==> src/rtl/stack_op_sequencer.sv <==
// Program sequencer for the stack ALU: holds a small {opcode, operand} program
// and issues it one accepted handshake at a time until halt, end or overflow.
module stack_op_sequencer #(
  parameter int N     = 4,
  parameter int DEPTH = 16,
  parameter int AW    = 4
) (
  input  logic          clk,
  input  logic          rst,
  input  logic          load_en,
  input  logic [AW-1:0] load_addr,
  input  logic [N+2:0]  load_data,
  input  logic          start,
  output logic [N-1:0]  stk_in,
  output logic [2:0]    stk_opcode,
  output logic          stk_valid,
  input  logic          stk_ready,
  input  logic          stk_overflow,
  output logic          busy,
  output logic          done,
  output logic          err,
  output logic [AW-1:0] pc,
  output logic [AW:0]   issued
);

  localparam int unsigned WW = N + 3;

  localparam logic [1:0] S_IDLE = 2'd0;
  localparam logic [1:0] S_RUN  = 2'd1;
  localparam logic [1:0] S_DONE = 2'd2;
  localparam logic [1:0] S_ERR  = 2'd3;

  localparam logic [2:0]    OP_HALT = 3'b001;
  localparam logic [AW-1:0] LAST_PC = AW'(DEPTH - 1);

  logic [WW-1:0] mem [DEPTH];

  logic [1:0]    state_q, state_d;
  logic [AW-1:0] pc_q, pc_d;
  logic [AW:0]   issued_q, issued_d;
  logic [2:0]    op_hold_q;
  logic [N-1:0]  in_hold_q;

  logic [WW-1:0] word;
  logic [2:0]    cur_op;
  logic [N-1:0]  cur_arg;
  logic          run;
  logic          is_halt;
  logic          hs;

  assign word    = mem[pc_q];
  assign cur_op  = word[N+2:N];
  assign cur_arg = word[N-1:0];
  assign run     = (state_q == S_RUN);
  assign is_halt = (cur_op == OP_HALT);
  assign hs      = run && !is_halt && stk_ready;

  // Program store: written only while not executing, never reset.
  always_ff @(posedge clk) begin
    if (load_en && (state_q != S_RUN)) begin
      mem[load_addr] <= load_data;
    end
  end

  // State, program counter and issue count registers.
  always_ff @(posedge clk or posedge rst) begin
    if (rst) begin
      state_q  <= S_IDLE;
      pc_q     <= '0;
      issued_q <= '0;
    end else begin
      state_q  <= state_d;
      pc_q     <= pc_d;
      issued_q <= issued_d;
    end
  end

  // Last driven instruction, held on the stack bus while not running.
  always_ff @(posedge clk or posedge rst) begin
    if (rst) begin
      op_hold_q <= '0;
      in_hold_q <= '0;
    end else if (run) begin
      op_hold_q <= cur_op;
      in_hold_q <= cur_arg;
    end
  end

  // Next-state logic; overflow wins over halt and over a same-cycle handshake.
  always_comb begin
    state_d  = state_q;
    pc_d     = pc_q;
    issued_d = issued_q;
    case (state_q)
      S_RUN: begin
        if (hs) begin
          issued_d = issued_q + (AW+1)'(1);
        end
        if (stk_overflow) begin
          state_d = S_ERR;
          if (hs && (pc_q != LAST_PC)) begin
            pc_d = pc_q + AW'(1);
          end
        end else if (is_halt) begin
          state_d = S_DONE;
        end else if (hs) begin
          if (pc_q == LAST_PC) begin
            state_d = S_DONE;
          end else begin
            pc_d = pc_q + AW'(1);
          end
        end
      end
      default: begin
        if (start) begin
          state_d  = S_RUN;
          pc_d     = '0;
          issued_d = '0;
        end
      end
    endcase
  end

  // Stack bus follows the program word at pc while running.
  always_comb begin
    stk_opcode = run ? cur_op  : op_hold_q;
    stk_in     = run ? cur_arg : in_hold_q;
    stk_valid  = run && !is_halt;
  end

  assign busy   = run;
  assign done   = (state_q == S_DONE);
  assign err    = (state_q == S_ERR);
  assign pc     = pc_q;
  assign issued = issued_q;

endmodule

==> config.mk <==
export PLATFORM = sky130hd
export DESIGN_NAME = stack_op_sequencer
export DESIGN_NICKNAME = d
export VERILOG_FILES = /design/src/rtl/stack_op_sequencer.sv
export SDC_FILE = /design/constraint.sdc
export NUM_CORES = 1
export LEC_CHECK = 0
export CAP_MARGIN = 20
export CORE_ASPECT_RATIO = 1.25
export CORE_MARGIN = 5
export CORE_UTILIZATION = 50
export CTS_CLUSTER_DIAMETER = 60
export CTS_CLUSTER_SIZE = 20
export DETAILED_ROUTE_END_ITERATION = 8
export GPL_ROUTABILITY_DRIVEN = 0
export GPL_TIMING_DRIVEN = 0
export PLACE_DENSITY = 0.8
export SLEW_MARGIN = 25
export SYNTH_ARGS = -nofsm -noshare
export SYNTH_HDL_FRONTEND = slang
export SYNTH_SLANG_ARGS = --single-unit
==> constraint.sdc <==
create_clock -name clk -period 2.5 [get_ports clk]
set_clock_uncertainty 0.05 [all_clocks]
set_input_delay 0.5 -clock clk [delete_from_list [all_inputs] [get_ports clk]]
set_output_delay 0.5 -clock clk [all_outputs]
set_load 0.005 [all_outputs]
==> results of run 1 <==
## sequential cells by signal, indices dropped and copies added (netlist names)
register,flops
mem,112
pc,4
in_hold_q,4
issued,5
op_hold_q,3
state_q,2
## routing by layer
metal / part of all wire / vias up
li1: - / 1367
met1: 0.39 / 1641
met2: 0.52 / 157
met3: 0.067 / 26
met4: 0.022 / 0
met5: 0 / -
## timing repair
| action | CTS | global route |
|---|---|---|
| resized for setup | 76 | 34 |
| cloned | 2 | 0 |
| setup endpoints to repair | 50 | 34 |
| buffers inserted | 22 | 17 |
| pin swaps | 16 | 22 |
## kinds of logic (layout without fill, tap and decap cells)
family / after synthesis / after routing / share of synthesized area
simple gates: 83 / 83 / 0.0749
mux: 37 / 37 / 0.147
compound gates: 24 / 24 / 0.0343
flops: 130 / 130 / 0.707
fa+ha+maj: 2 / 2 / 0.00464
buf+inv: 21 / 125 / 0.0322
## layout make-up
type                    instances  area, sq um  area share
flip-flops and latches        130         3820       0.548
multi-input cells             146         1540       0.221
repair buffers                 72          672      0.0964
clock buffers                  18          429      0.0616
plain buffers                  14          204      0.0293
well taps                     132          165      0.0237
clock inverters                14          116      0.0167
inverters                       7         28.8     0.00413
## where the power goes
group          switching (mW)  internal (mW)
Combinational            1.13           1.42
Clock                   0.898           1.36
Sequential             0.0757           2.51
Total                    2.11           5.29
## synth_stat cells (all sizes together) (2+ instances only)
cell,n
nand4b,2
and3,2
mux2i,5
or4,5
nand2,29
dfrtp,18
o21ai,5
nand3,8
and2,3
a21oi,4
buf,5
o211ai,5
edfxtp,112
ha,2
inv,6
clkbuf,9
and2b,3
nor3,6
mux4,31
nor2,19
nand2b,2
## worst min path at each step
stage          cells past startpoint      endpoint          from  slack, ns
2_1_floorplan                      1  in_hold_q[0]           rst       0.39
3_3_place_gp                       2  op_hold_q[1]  op_hold_q[1]       0.41
3_5_place_dp                       2  in_hold_q[2]  in_hold_q[2]       0.41
4_1_cts                            2  op_hold_q[2]  op_hold_q[2]       0.43
5_1_grt                            2  in_hold_q[0]  in_hold_q[0]       0.44
6_report                           2  in_hold_q[0]  in_hold_q[0]       0.42
## per-stage QoR
step                area, sq um  total power [mW]  setup TNS [ns]  utilization
floorplan                  5400              3.72               0            -
global placement           5920              4.37          -11.97        0.561
detailed placement         5940              4.41          -10.60        0.563
CTS                        6780              7.09           -8.57        0.642
global route               6970              7.73           -9.25        0.660
finish                     6970              7.39           -7.52        0.660
## layout by cell type (no fill, tap or decap), types with 5 or more instances in the layout
master           count
edfxtp_1           112
mux4_2              29
nor2_2               6
buf_4               23
inv_1                6
nor2_1              13
buf_6               17
clkbuf_8             5
dfrtp_1             16
nand2_1             21
buf_2                5
mux2i_1              5
clkdlybuf4s50_1     28
clkbuf_16           19
nand3_1              6
nand2_2              7
## worst max-delay path, delay by kind of cell, from the launching register on
| family | cells | cell delay (ns) |
|---|---|---|
| and+or+nand+nor | 2 | 0.15 |
| muxes | 2 | 1.02 |
| buffers and inverters | 4 | 0.59 |
| DFF | 1 | 0.38 |
==> reports/summary.txt, run 1 <==
Outcome = complete, but fails checks
Failing checks = setup timing
Crit-path max cell delay = 0.52 ns
Vias in the first global route = 3244
Critical path peak fanout = 6
Routed WL per cell = 23.3 um
Cells after Synth = 297
Core Footprint = 10600 sq um
Drt total wl = 12400 um
Cell area after synthesis = 5400 sq um
Maximum buffer depth of the clock tree = 2
Post-Place Worst Slack = -0.855 ns
Layout cell share with drive strength beyond 1 = 0.404
PortBufs = 36
TritonCTS clock tree = built
Ports = 37
Worst r2r src = pc[0]
Worst EP required = 1.95 ns
Cts bufs inserted = 17
Min cycle time layout = 3.12 ns
Final #Nets = 407
Pins Over Slew Limit = 0
Synth cell types = 43
Synthesis-to-layout area growth = 29.2%
Crit path launch = pc[0]
Fin crit share = 1.25
Full die area = 13000 sq um
Reg2reg path depth = 11
Synth Flop Type = edfxtp_1
Slowest CP cell = mux4_2
Worst slew pin tran = 0.828 ns
Cell Rows = 42
Path type of the worst setup path = flip-flop to primary output
Die H = 126 um
Drt drc = 0
Met3 capacity usage during global routing = 0.0691
Non-Filler Instances = 533
Pin count of the biggest net entering global routing = 19
Cell leakage power = 2.45 nW
Hpwl dp = 7270 um
Grt ovf = 0
Via-per-instance ratio = 5.99
Register-to-register setup slack = -0.42 ns
Critical path data arrival time = 2.57 ns
Die Width = 103 um
Initial core utilization = 0.511
Syn nets = 316
Startpoint type of the worst setup path = flip-flop
Post-synthesis area per instance = 18.2 sq um
Post-synthesis sequential area ratio = 0.707
FFs w/ async S/R, synth = 0.138
RSZ-0062 raised after global routing = true
Aggregate global-route resource usage = 0.206
Yosys reg bits = 130
Initial antenna violation count = 0
Setup ws final = -0.619 ns
Cell taking the most area after synthesis = edfxtp_1
Clock insertion delay at the later pin of the skew report = 0.41 ns
Crit end category = primary output
Sink Count = 130
Fmax achieved = 321 MHz
Pre-antenna DRT Iters = 5
Crit-path cells = buf_6, clkbuf_16, clkbuf_16, mux4_2, mux4_2, nand2_2, nand2_2, buf_6
Hold Buf Count CTS = 0
Clk pin slew, worst setup/hold paths = 0.06 ns
N_diodes = 0
Busiest grt layer = met2
HP Class = flip-flop to flip-flop
EDFF count, synth = 112
MaxCap Viol Count = 0
Post-route ant nets = 0
Synth warnings = 0
Share of the synthesized area in the top cell type = 0.623
Cell Pwr Density = 1060 nW/um^2
Final setup vio count = 17
Top post-synthesis cells by area = edfxtp_1 62%, mux4_2 9.2%, dfrtp_1 8.3%, mux4_1 4.4%, nand2_1 2.0%
Relative slew margins = 0.446
Vias after detailed routing = 3191
Met1 GRT Util = 0.261
Filler cell count = 662
First-pass GRT wire length = 19000 um
Iteration-0 DRC Markers = 265
Fin Hold WS = 0.424 ns
CTS H-Tree Depth = 4
Root Buffer Master = clkbuf_16
Maximum vdd drop = 550 uV
Met2 usage = 0.333
Hold Vio Cnt, Final = 0
Placed insts = 465
Reg2reg end = pc[1]
CP Capture Point = stk_in[1]
Note: power is estimated with default switching activity, not from simulation.
==> run 2, diff against run 1 <==
Settings changed: CORE_UTILIZATION 50 to 38, PLACE_DENSITY 0.8 to 0.66.
==> run 2 against run 1 <==
The flow still finishes with violations (setup timing). Total power fell by 0.67%. Utilization shrank 16 points. Design area down 0.22%.
==> reports/summary.txt, run 2 (synthesis gave the netlist of run 1 again) <==
First-pass GRT wire length = 18500 um
Vias in the first global route = 3240
Path type of the worst setup path = flip-flop to primary output
Pin count of the biggest net entering global routing = 19
Pins Over Slew Limit = 0
Commonest non-fill, non-tap cell in the layout = edfxtp_1
Critical path peak fanout = 7
Min cycle time layout = 3.07 ns
Crit-path max cell delay = 0.52 ns
Reg2reg path depth = 13
Sw frac = 0.277
Initial antenna violation count = 0
Maximum vdd drop = 597 uV
Reg2reg end = state_q[0]
Cell Rows = 48
Initial core utilization = 0.389
CP delay by family, top = multiplexers
Full die area = 16700 sq um
Critical path data arrival time = 2.52 ns
Drt total wl = 11800 um
Final #Nets = 399
CTS H-Tree Depth = 4
Layout cell share with drive strength beyond 1 = 0.370
HP Class = flip-flop to flip-flop
Critical path buffers and inverters = 4
Clk pin slew, worst setup/hold paths = 0.06 ns
Die H = 143 um
Post-route ant nets = 0
Worst r2r src = pc[0]
Vias after detailed routing = 3021
Cts bufs inserted = 17
Core Footprint = 13900 sq um
Worst EP required = 1.95 ns
Worst slew pin tran = 0.840 ns
Cell leakage power = 2.41 nW
Setup ws final = -0.570 ns
PortBufs = 36
Hpwl dp = 7610 um
Non-Filler Instances = 567
Iteration-0 DRC Markers = 227
Total power = 7.34 mW
Grt ovf = 0
Fin Hold WS = 0.428 ns
Worst path depth = 8
Filler cell count = 1094
Maximum buffer depth of the clock tree = 2
Relative slew margins = 0.438
Via-per-instance ratio = 5.33
Outcome = complete, but fails checks
Crit end category = primary output
Clock insertion delay at the later pin of the skew report = 0.41 ns
Synthesis-to-layout area growth = 28.9%
Largest register FFs = 112
Cell Pwr Density = 1060 nW/um^2
Drt drc = 0
Hold Vio Cnt, Final = 0
Sink Count = 130
Most frequent cells in the layout = 112 x edfxtp_1, 28 x mux4_2, 28 x clkdlybuf4s50_1, 24 x buf_4, 23 x nand2_1
MaxCap Viol Count = 0
Failing checks = setup timing
Fmax achieved = 326 MHz
Final setup vio count = 19
Crit-path cells = buf_6, clkbuf_16, clkbuf_16, mux4_2, mux4_2, nand2_2, nand2_2, buf_2
Root Buffer Master = clkbuf_16
CP Capture Point = stk_in[0]
N_diodes = 0
Slowest CP cell = mux4_2
Hold path start = op_hold_q[1]
Die Width = 117 um
Switch Pwr = 2.03 mW
Sequential share of power = 0.350
Aggregate global-route resource usage = 0.154
Clock power frac = 0.341
Pre-antenna DRT Iters = 4
Gate power share = 0.309
Register-to-register setup slack = -0.38 ns
RSZ-0062 raised after global routing = true
Internal = 5.31 mW
Ports = 37
Startpoint type of the worst setup path = flip-flop
Placed insts = 509
Fin crit share = 1.23
Routed WL per cell = 20.7 um
TritonCTS clock tree = built
Crit path launch = pc[0]
Hold Buf Count CTS = 0
Largest Register = mem
-- run 2: changes by cell type in the layout (fill, tap and decap cells not counted), moves of 3 or more --
cell	change
buf_6	-11
nor2_2	-4
clkinv_2	-3
inv_6	+3
nor2_1	+3
o21ai_0	-3
o21ai_1	+3
-- run 2: per-layer routing --
metal | share of wire | vias up | track usage | wire (um)
li1 | - | 1353 | - | -
met2 | 0.54 | 92 | 0.263 | 6300
met3 | 0.048 | 20 | 0.0441 | 561
met5 | 0 | - | 0 | 0
met4 | 0.020 | 0 | 0.0670 | 239
met1 | 0.40 | 1556 | 0.179 | 4650
-- run 2: layout make-up --
| cell class | count | area (sq um) | share of cell area |
|---|---|---|---|
| Tap cell | 175 | 219 | 0.0315 |
| Sequential cell | 130 | 3810 | 0.549 |
| Timing Repair Buffer | 64 | 574 | 0.0826 |
| Inverter | 7 | 30.0 | 0.00432 |
| Multi-Input combinational cell | 146 | 1510 | 0.216 |
| Buffer | 14 | 204 | 0.0293 |
| Clock buffer | 17 | 425 | 0.0612 |
| Clock inverter | 14 | 180 | 0.0259 |
-- run 2: worst min-delay path by stage --
stage / to / cells after the start
global placement: op_hold_q[1] / 2
floorplan: in_hold_q[0] / 1
CTS: op_hold_q[1] / 2
detailed placement: op_hold_q[0] / 2
global route: in_hold_q[2] / 2
finish: op_hold_q[1] / 2
-- run 2: stage by stage --
| step | worst slack, ns | TNS, ns | area (sq um) | utilization |
|---|---|---|---|---|
| 6_report | -0.570 | -6.18 | 6950 | 0.501 |
| 4_1_cts | -0.573 | -5.60 | 6870 | 0.495 |
| 2_1_floorplan | 0.000177 | 0 | 5400 | - |
| 3_3_place_gp | -0.951 | -17.51 | 5980 | 0.431 |
| 5_1_grt | -0.684 | -7.97 | 6950 | 0.501 |
| 3_5_place_dp | -0.961 | -10.31 | 6000 | 0.433 |
-- run 2: power groups by stage --
stage | clock, mW | sequential (mW) | combinational, mW
after floorplan | 0 | 2.60 | 1.12
after global placement | 0 | 2.61 | 1.79
after detailed placement | 0 | 2.62 | 1.82
after CTS | 2.53 | 2.57 | 2.15
after global routing | 2.64 | 2.58 | 2.44
final | 2.51 | 2.57 | 2.27
-- run 2: worst register-to-register path: stages, from the launching register on --
cell,delay [ns]
dfrtp_1,0.37
buf_6,0.14
buf_4,0.11
mux4_2,0.50
mux4_2,0.54
o211ai_4,0.12
nor3_2,0.07
buf_4,0.13
buf_4,0.12
buf_4,0.12
buf_4,0.12
buf_4,0.12
o21ai_2,0.15
o22a_1,0.16
-- run 2: timing repair --
item                                    CTS  global route
gates cloned                              1             0
buffers inserted                         19             7
pin swaps                                18             4
resized for setup                        71            12
endpoints found under the setup margin   49            48
